File: config.mk
export PLATFORM = sky130hd
export DESIGN_NAME = fetch_unit_flat
export DESIGN_NICKNAME = d
export VERILOG_FILES = /design/src/rtl/fetch_unit_pkg.sv /design/src/rtl/fetch_unit_if.sv /design/src/rtl/fetch_unit_fifo.sv /design/src/rtl/fetch_unit.sv /design/src/flat_wrapper.sv
export SDC_FILE = /design/constraint.sdc
export NUM_CORES = 1
export LEC_CHECK = 0
export ABC_AREA = 0
export CAP_MARGIN = 10
export CORE_MARGIN = 2
export CORE_UTILIZATION = 45
export CTS_CLUSTER_SIZE = 20
export DETAILED_ROUTE_END_ITERATION = 6
export PLACE_DENSITY = 0.68
export SYNTH_ARGS = -nofsm -noshare
export SYNTH_HDL_FRONTEND = slang
export SYNTH_HIERARCHICAL = 1
export SYNTH_SLANG_ARGS = --single-unit
File: constraint.sdc
create_clock -name clk -period 10.05 [get_ports clk]
set_clock_uncertainty 0.1 [all_clocks]
set_input_delay 2.01 -clock clk [delete_from_list [all_inputs] [get_ports clk]]
set_output_delay 2.01 -clock clk [all_outputs]
set_load 0.01 [all_outputs]
File: src/rtl/fetch_unit_pkg.sv
// fetch_unit_pkg: shared definitions for the instruction fetch stage.
//   XLEN             - architectural word width (32)
//   INSTR_BYTES      - PC increment per fetched instruction word
//   DEFAULT_RESET_PC - first fetch address after reset, shared with the core top
//   fetch_state_e    - fetch FSM states {FETCH, DRAIN}
//   word_align()     - clears the byte-offset bits of an address
package fetch_unit_pkg;

    localparam int XLEN = 32;
    localparam logic [XLEN-1:0] INSTR_BYTES = 32'd4;
    localparam logic [XLEN-1:0] DEFAULT_RESET_PC = 32'h0000_0000;

    typedef enum logic {
        FETCH = 1'b0,
        DRAIN = 1'b1
    } fetch_state_e;

    function automatic logic [XLEN-1:0] word_align(input logic [XLEN-1:0] addr);
        return addr & ~32'd3;
    endfunction

endpackage

File: src/rtl/fetch_unit_if.sv
// fetch_unit_if: bus bundle between the fetch stage and its neighbours.
//   imem_req_*     - read request to instruction memory (addr is word aligned)
//   imem_rsp_*     - in-order read data, no back-pressure
//   instr_*        - instruction + PC presented to the decoder
//   redirect_*     - branch/jump redirect pulse from execute
//   fetch_misaligned - only when FETCH_MISALIGN_CHECK_EN is defined
// Modports: master = fetch unit side, slave = memory/decoder/execute side.
//
// Handshake rule for every valid/ready pair here: a transfer happens on a
// rising clock edge where both valid and ready are high; valid never depends
// combinationally on ready. imem_rsp_valid has no ready and is always taken.
interface fetch_unit_if;
    import fetch_unit_pkg::*;

    logic            imem_req_valid;
    logic            imem_req_ready;
    logic [XLEN-1:0] imem_req_addr;
    logic            imem_rsp_valid;
    logic [XLEN-1:0] imem_rsp_data;
    logic            instr_valid;
    logic            instr_ready;
    logic [XLEN-1:0] instruction;
    logic [XLEN-1:0] instr_pc;
    logic            redirect_valid;
    logic [XLEN-1:0] redirect_pc;
`ifdef FETCH_MISALIGN_CHECK_EN
    logic            fetch_misaligned;
`endif

    modport master (
        output imem_req_valid,
        output imem_req_addr,
        input  imem_req_ready,
        input  imem_rsp_valid,
        input  imem_rsp_data,
        output instr_valid,
        output instruction,
        output instr_pc,
        input  instr_ready,
        input  redirect_valid,
        input  redirect_pc
`ifdef FETCH_MISALIGN_CHECK_EN
        , output fetch_misaligned
`endif
    );

    modport slave (
        input  imem_req_valid,
        input  imem_req_addr,
        output imem_req_ready,
        output imem_rsp_valid,
        output imem_rsp_data,
        input  instr_valid,
        input  instruction,
        input  instr_pc,
        output instr_ready,
        output redirect_valid,
        output redirect_pc
`ifdef FETCH_MISALIGN_CHECK_EN
        , input fetch_misaligned
`endif
    );

endinterface

File: src/rtl/fetch_unit_fifo.sv
// fetch_fifo: synchronous FIFO with registered storage and flush.
//   clk, rst_n      - clock, synchronous active-low reset
//   flush           - empties the FIFO; overrides push and pop
//   push, push_data - write one entry
//   pop, pop_data   - pop_data is the head entry, valid when !empty
//   full, empty, count
// DEPTH must be a power of two so the pointers wrap naturally.
module fetch_fifo #(
    parameter int WIDTH = 64,
    parameter int DEPTH = 2
) (
    input  logic                     clk,
    input  logic                     rst_n,
    input  logic                     flush,
    input  logic                     push,
    input  logic [WIDTH-1:0]         push_data,
    input  logic                     pop,
    output logic [WIDTH-1:0]         pop_data,
    output logic                     full,
    output logic                     empty,
    output logic [$clog2(DEPTH):0]   count
);

    localparam int AW = $clog2(DEPTH);
    localparam int CW = AW + 1;

    logic [WIDTH-1:0] mem [DEPTH];
    logic [AW-1:0]    wr_ptr;
    logic [AW-1:0]    rd_ptr;
    logic [CW-1:0]    cnt;

    // Storage is reset so the head reads as zero straight out of reset.
    always_ff @(posedge clk) begin
        if (!rst_n) begin
            wr_ptr <= '0;
            rd_ptr <= '0;
            cnt    <= '0;
            for (int i = 0; i < DEPTH; i++) begin
                mem[i] <= '0;
            end
        end else if (flush) begin
            wr_ptr <= '0;
            rd_ptr <= '0;
            cnt    <= '0;
        end else begin
            if (push) begin
                mem[wr_ptr] <= push_data;
                wr_ptr      <= wr_ptr + AW'(1);
            end
            if (pop) begin
                rd_ptr <= rd_ptr + AW'(1);
            end
            cnt <= cnt + CW'(push) - CW'(pop);
        end
    end

    assign pop_data = mem[rd_ptr];
    assign empty    = (cnt == '0);
    assign full     = (cnt == CW'(DEPTH));
    assign count    = cnt;

    // Push into a full FIFO is only legal together with a pop.
    assert property (@(posedge clk) disable iff (!rst_n) !(push && full && !pop && !flush));

endmodule

File: src/rtl/fetch_unit.sv
// fetch_unit: instruction fetch stage in front of the decoder.
//   clk, rst_n  - clock, synchronous active-low reset
//   bus         - fetch_unit_if.master: imem request/response, decoder
//                 instruction handshake, execute redirect
//   fetch_state - current FSM state, for observation
// Parameters: RESET_PC (first fetch address), FIFO_DEPTH (power of two, >=2).
// Optional feature macro: FETCH_MISALIGN_CHECK_EN adds bus.fetch_misaligned,
// a one-cycle pulse after a redirect whose target has bits [1:0] set.
module fetch_unit
    import fetch_unit_pkg::*;
#(
    parameter logic [XLEN-1:0] RESET_PC   = DEFAULT_RESET_PC,
    parameter int              FIFO_DEPTH = 2
) (
    input  logic         clk,
    input  logic         rst_n,
    fetch_unit_if.master bus,
    output fetch_state_e fetch_state
);

    localparam int CNT_W = $clog2(FIFO_DEPTH) + 1;

    fetch_state_e      state_q, state_d;
    logic [XLEN-1:0]   fetch_pc_q, rsp_pc_q;
    logic [CNT_W-1:0]  outstanding_q, outstanding_d;
    logic [CNT_W-1:0]  discard_q, discard_d;
    logic [CNT_W-1:0]  fifo_count;
    logic [CNT_W:0]    in_use;
    logic              req_valid, req_fire, rsp_drop;
    logic              fifo_push, fifo_pop, fifo_full, fifo_empty;
    logic [2*XLEN-1:0] fifo_head;
    logic [XLEN-1:0]   redirect_target;

    assign redirect_target = word_align(bus.redirect_pc);

    always_comb begin
        in_use        = {1'b0, outstanding_q} + {1'b0, fifo_count};
        // Requests in flight plus queued words never exceed the FIFO depth,
        // so every response is guaranteed a slot. rst_n keeps the request
        // low while reset is held.
        req_valid     = rst_n && (state_q == FETCH) && (in_use < (CNT_W+1)'(FIFO_DEPTH));
        req_fire      = req_valid && bus.imem_req_ready;
        rsp_drop      = bus.imem_rsp_valid && (bus.redirect_valid || (discard_q != '0));
        fifo_push     = bus.imem_rsp_valid && !rsp_drop;
        fifo_pop      = !fifo_empty && bus.instr_ready && !bus.redirect_valid;
        outstanding_d = outstanding_q + CNT_W'(req_fire) - CNT_W'(bus.imem_rsp_valid);
        discard_d     = discard_q;
        state_d       = state_q;
        if (bus.redirect_valid) begin
            // Everything still in flight after this edge belongs to the old
            // path: that is exactly the next outstanding count.
            discard_d = outstanding_d;
            state_d   = (outstanding_d != '0) ? DRAIN : FETCH;
        end else begin
            if (bus.imem_rsp_valid && (discard_q != '0)) begin
                discard_d = discard_q - CNT_W'(1);
            end
            if ((state_q == DRAIN) && (discard_d == '0)) begin
                state_d = FETCH;
            end
        end
    end

    always_ff @(posedge clk) begin
        if (!rst_n) begin
            state_q <= FETCH;
        end else begin
            state_q <= state_d;
        end
    end

    always_ff @(posedge clk) begin
        if (!rst_n) begin
            fetch_pc_q    <= RESET_PC;
            rsp_pc_q      <= RESET_PC;
            outstanding_q <= '0;
            discard_q     <= '0;
        end else begin
            outstanding_q <= outstanding_d;
            discard_q     <= discard_d;
            if (bus.redirect_valid) begin
                fetch_pc_q <= redirect_target;
                rsp_pc_q   <= redirect_target;
            end else begin
                if (req_fire) begin
                    fetch_pc_q <= fetch_pc_q + INSTR_BYTES;
                end
                if (fifo_push) begin
                    rsp_pc_q <= rsp_pc_q + INSTR_BYTES;
                end
            end
        end
    end

    fetch_fifo #(
        .WIDTH (2*XLEN),
        .DEPTH (FIFO_DEPTH)
    ) u_fifo (
        .clk       (clk),
        .rst_n     (rst_n),
        .flush     (bus.redirect_valid),
        .push      (fifo_push),
        .push_data ({rsp_pc_q, bus.imem_rsp_data}),
        .pop       (fifo_pop),
        .pop_data  (fifo_head),
        .full      (fifo_full),
        .empty     (fifo_empty),
        .count     (fifo_count)
    );

    assign bus.imem_req_valid = req_valid;
    assign bus.imem_req_addr  = fetch_pc_q;
    assign bus.instr_valid    = !fifo_empty;
    assign bus.instruction    = fifo_head[XLEN-1:0];
    assign bus.instr_pc       = fifo_head[2*XLEN-1:XLEN];
    assign fetch_state        = state_q;

`ifdef FETCH_MISALIGN_CHECK_EN
    logic misaligned_q;

    always_ff @(posedge clk) begin
        if (!rst_n) begin
            misaligned_q <= 1'b0;
        end else begin
            misaligned_q <= bus.redirect_valid && (bus.redirect_pc[1:0] != 2'b00);
        end
    end

    assign bus.fetch_misaligned = misaligned_q;
`endif

    // A full queue leaves no credit for a new request.
    assert property (@(posedge clk) disable iff (!rst_n) !(fifo_full && req_valid));

endmodule

File: src/flat_wrapper.sv
// flat-port wrapper written by rule: the top's interface ports become plain ports
module fetch_unit_flat import fetch_unit_pkg::*;
#(
    parameter logic [XLEN-1:0] RESET_PC   = DEFAULT_RESET_PC,
    parameter int              FIFO_DEPTH = 2
)
  (clk, rst_n, fetch_state, bus_imem_req_valid, bus_imem_req_addr, bus_imem_req_ready, bus_imem_rsp_valid, bus_imem_rsp_data, bus_instr_valid, bus_instruction, bus_instr_pc, bus_instr_ready, bus_redirect_valid, bus_redirect_pc);
  fetch_unit_if bus_i ();
  input  logic clk;
  input  logic rst_n;
  output fetch_state_e fetch_state;
  output wire logic [$bits(bus_i.imem_req_valid)-1:0] bus_imem_req_valid;
  output wire logic [$bits(bus_i.imem_req_addr)-1:0] bus_imem_req_addr;
  input wire logic [$bits(bus_i.imem_req_ready)-1:0] bus_imem_req_ready;
  input wire logic [$bits(bus_i.imem_rsp_valid)-1:0] bus_imem_rsp_valid;
  input wire logic [$bits(bus_i.imem_rsp_data)-1:0] bus_imem_rsp_data;
  output wire logic [$bits(bus_i.instr_valid)-1:0] bus_instr_valid;
  output wire logic [$bits(bus_i.instruction)-1:0] bus_instruction;
  output wire logic [$bits(bus_i.instr_pc)-1:0] bus_instr_pc;
  input wire logic [$bits(bus_i.instr_ready)-1:0] bus_instr_ready;
  input wire logic [$bits(bus_i.redirect_valid)-1:0] bus_redirect_valid;
  input wire logic [$bits(bus_i.redirect_pc)-1:0] bus_redirect_pc;
  assign bus_imem_req_valid = bus_i.imem_req_valid;
  assign bus_imem_req_addr = bus_i.imem_req_addr;
  assign bus_i.imem_req_ready = bus_imem_req_ready;
  assign bus_i.imem_rsp_valid = bus_imem_rsp_valid;
  assign bus_i.imem_rsp_data = bus_imem_rsp_data;
  assign bus_instr_valid = bus_i.instr_valid;
  assign bus_instruction = bus_i.instruction;
  assign bus_instr_pc = bus_i.instr_pc;
  assign bus_i.instr_ready = bus_instr_ready;
  assign bus_i.redirect_valid = bus_redirect_valid;
  assign bus_i.redirect_pc = bus_redirect_pc;
  fetch_unit #(.RESET_PC(RESET_PC), .FIFO_DEPTH(FIFO_DEPTH)) u_core (.clk(clk), .rst_n(rst_n), .bus(bus_i), .fetch_state(fetch_state));
endmodule
==> flow_metrics.tcl <==
set metrics [dict create \
    outcome "finished clean" \
    cp.required_ns 7.94 \
    cp_max_fo 43 \
    grt_pass1_vias 6664 \
    ant_nets 0 \
    tns_ns 0 \
    detail_route.wirelength_um 22270 \
    cts_buffers 17 \
    ios 169 \
    postCtsSetupRepairBufs 0 \
    crit_path_end_kind "output port" \
    cts_hold_buffers 0 \
    avgSynthCellArea_sq_um 11.59 \
    period_minus_slack_ns 6.257 \
    tightest_slew_ns 1.096 \
    drtPass1Iterations 4 \
    dp_hpwl_um 13880 \
    finalHoldViolCount 0 \
    viasPerCell 5.695 \
    arrival_ns 4.15 \
    finalSetupViolations 0 \
    fin_nets 1041 \
    port_buffers 164 \
    drv_slew 0 \
    start_kind "input port" \
    crit_chain "clkdlybuf4s50_1 > buf_4 > or4b_4 > clkinv_2 > clkdlybuf4s50_1" \
    fillerInstances 1816 \
    max_slew_margin_pct 26.93 \
    grt-ovfl-total 0 \
    ff2ff_setup_slack_ns 6.77 \
    mostFrequentLayoutCells "163 x clkdlybuf4s50_1, 142 x and3_1, 128 x edfxtp_1" \
    rsz0062_at_grt "no" \
    drive_gt1_share_pct 10.45 \
    pre_cts_slack_ns 3.809 \
    timing.hold.ws_ns 0.4261 \
    powerDensity_mw_per_mm2 157.4 \
    die_w_um 150.7 \
    vdd_drop_max_mv 0.1060 \
    antennaDiodeCount 0 \
    drtIter0Drc 509 \
    netlist_area_sq_mm 0.009678 \
    dieArea_sq_mm 0.02270 \
    area_delta_synth_final_pct 23.00 \
    clock.fmax_mhz 159.8 \
    cts.path.max_buffers 2 \
    rows 53 \
    final_area_sq_mm 0.01190 \
    critPathKind "in -> out" \
    cts.sink_count 198 \
    via_count 7125 \
    yosysWarningCount 6 \
    grt_usage_pct 19.65 \
    gp_routability_congestion 0.8709 \
    root_buffer "clkbuf_16" \
    cp_slowest_cell "clkdlybuf4s50_1" \
    die-height_um 150.7 \
    final_common_cell "clkdlybuf4s50_1" \
    h-tree-depth 4 \
    antenna_found_initial 0 \
    cts_tree "built" \
    grt_pass1_wl_um 34910 \
    wire_per_inst_um 17.80 \
    min_path_type "reg -> reg" \
    max_cap_violations 0 \
    final_util_pct 56.45 \
    start_util_pct 45.89 \
    finalCritPeriodShare_pct 62.26 \
    p_leak_uw 0.004608 \
    path_common_cell "clkdlybuf4s50_1" \
    ctsResizeCount 0 \
    syn_inst 835 \
    grt_max_degree 130 \
    core_area_sq_mm 0.02109 \
    drc 0 \
    placed_area_sq_mm 0.01131 \
    clock_latency_ns 0.43 \
    clk_pin_slew_ns 0.07 \
    fin_ws_ns 3.793 \
    slowest_delay_ns 0.56 \
]
[sequential cells by signal, indices dropped and copies added, names as in the netlist, named ones only]
signal / flops
u_core/rsp_pc_q: 30
u_core/fetch_state: 1
u_core/u_fifo/wr_ptr: 1
u_core/discard_q: 2
u_core/outstanding_q: 2
u_core/bus.imem_req_addr: 30
u_core/u_fifo/count: 2
u_core/u_fifo/mem: 128
u_core/u_fifo/rd_ptr: 1
[area by class of cell]
| cell class | instances | area [sq um] | share of cell area (%) |
|---|---|---|---|
| Clock buffer | 17 | 425.4 | 3.574 |
| Clock inverter | 15 | 172.7 | 1.450 |
| Inverter | 15 | 57.56 | 0.4835 |
| Multi-Input combinational cell | 558 | 3954 | 33.21 |
| Sequential cell | 198 | 5246 | 44.07 |
| Tap cell | 275 | 344.1 | 2.890 |
| Timing Repair Buffer | 173 | 1704 | 14.32 |
[path summary, 6_finish.rpt]
kind,start,to,cells past startpoint
max,rst_n,bus_imem_req_valid,5
min,u_core/u_fifo/rd_ptr,flop,2
max reg2reg,u_core/u_fifo/count[0],u_core/bus.imem_req_addr[13],7
min reg2reg,u_core/u_fifo/rd_ptr,flop,2
[power by group]
group          internal, uW  switching [uW]  leakage [uW]
Combinational           117             117       0.00242
Clock                   374             315      0.000283
Sequential              913            37.5       0.00191
[worst max-delay path, delay by kind of cell]
kind	cells	cell delay (ns)
AND/OR/NAND/NOR	1	0.55
buffers and inverters	4	1.57
[stage by stage]
stage | std cells | total power [uW]
floorplan | 840 | 1094
global placement | 1219 | 1197
detailed placement | 1219 | 1202
CTS | 1251 | 1890
global route | 1251 | 1947
finish | 1251 | 1873
[routing by layer]
layer  track usage, %  part of all wire, %
met5                0                    0
met4            5.374                  1.3
met3            3.939                  6.6
met2            31.41                   46
met1            27.31                   46
No activity file was read; power rests on OpenSTA's default activity.
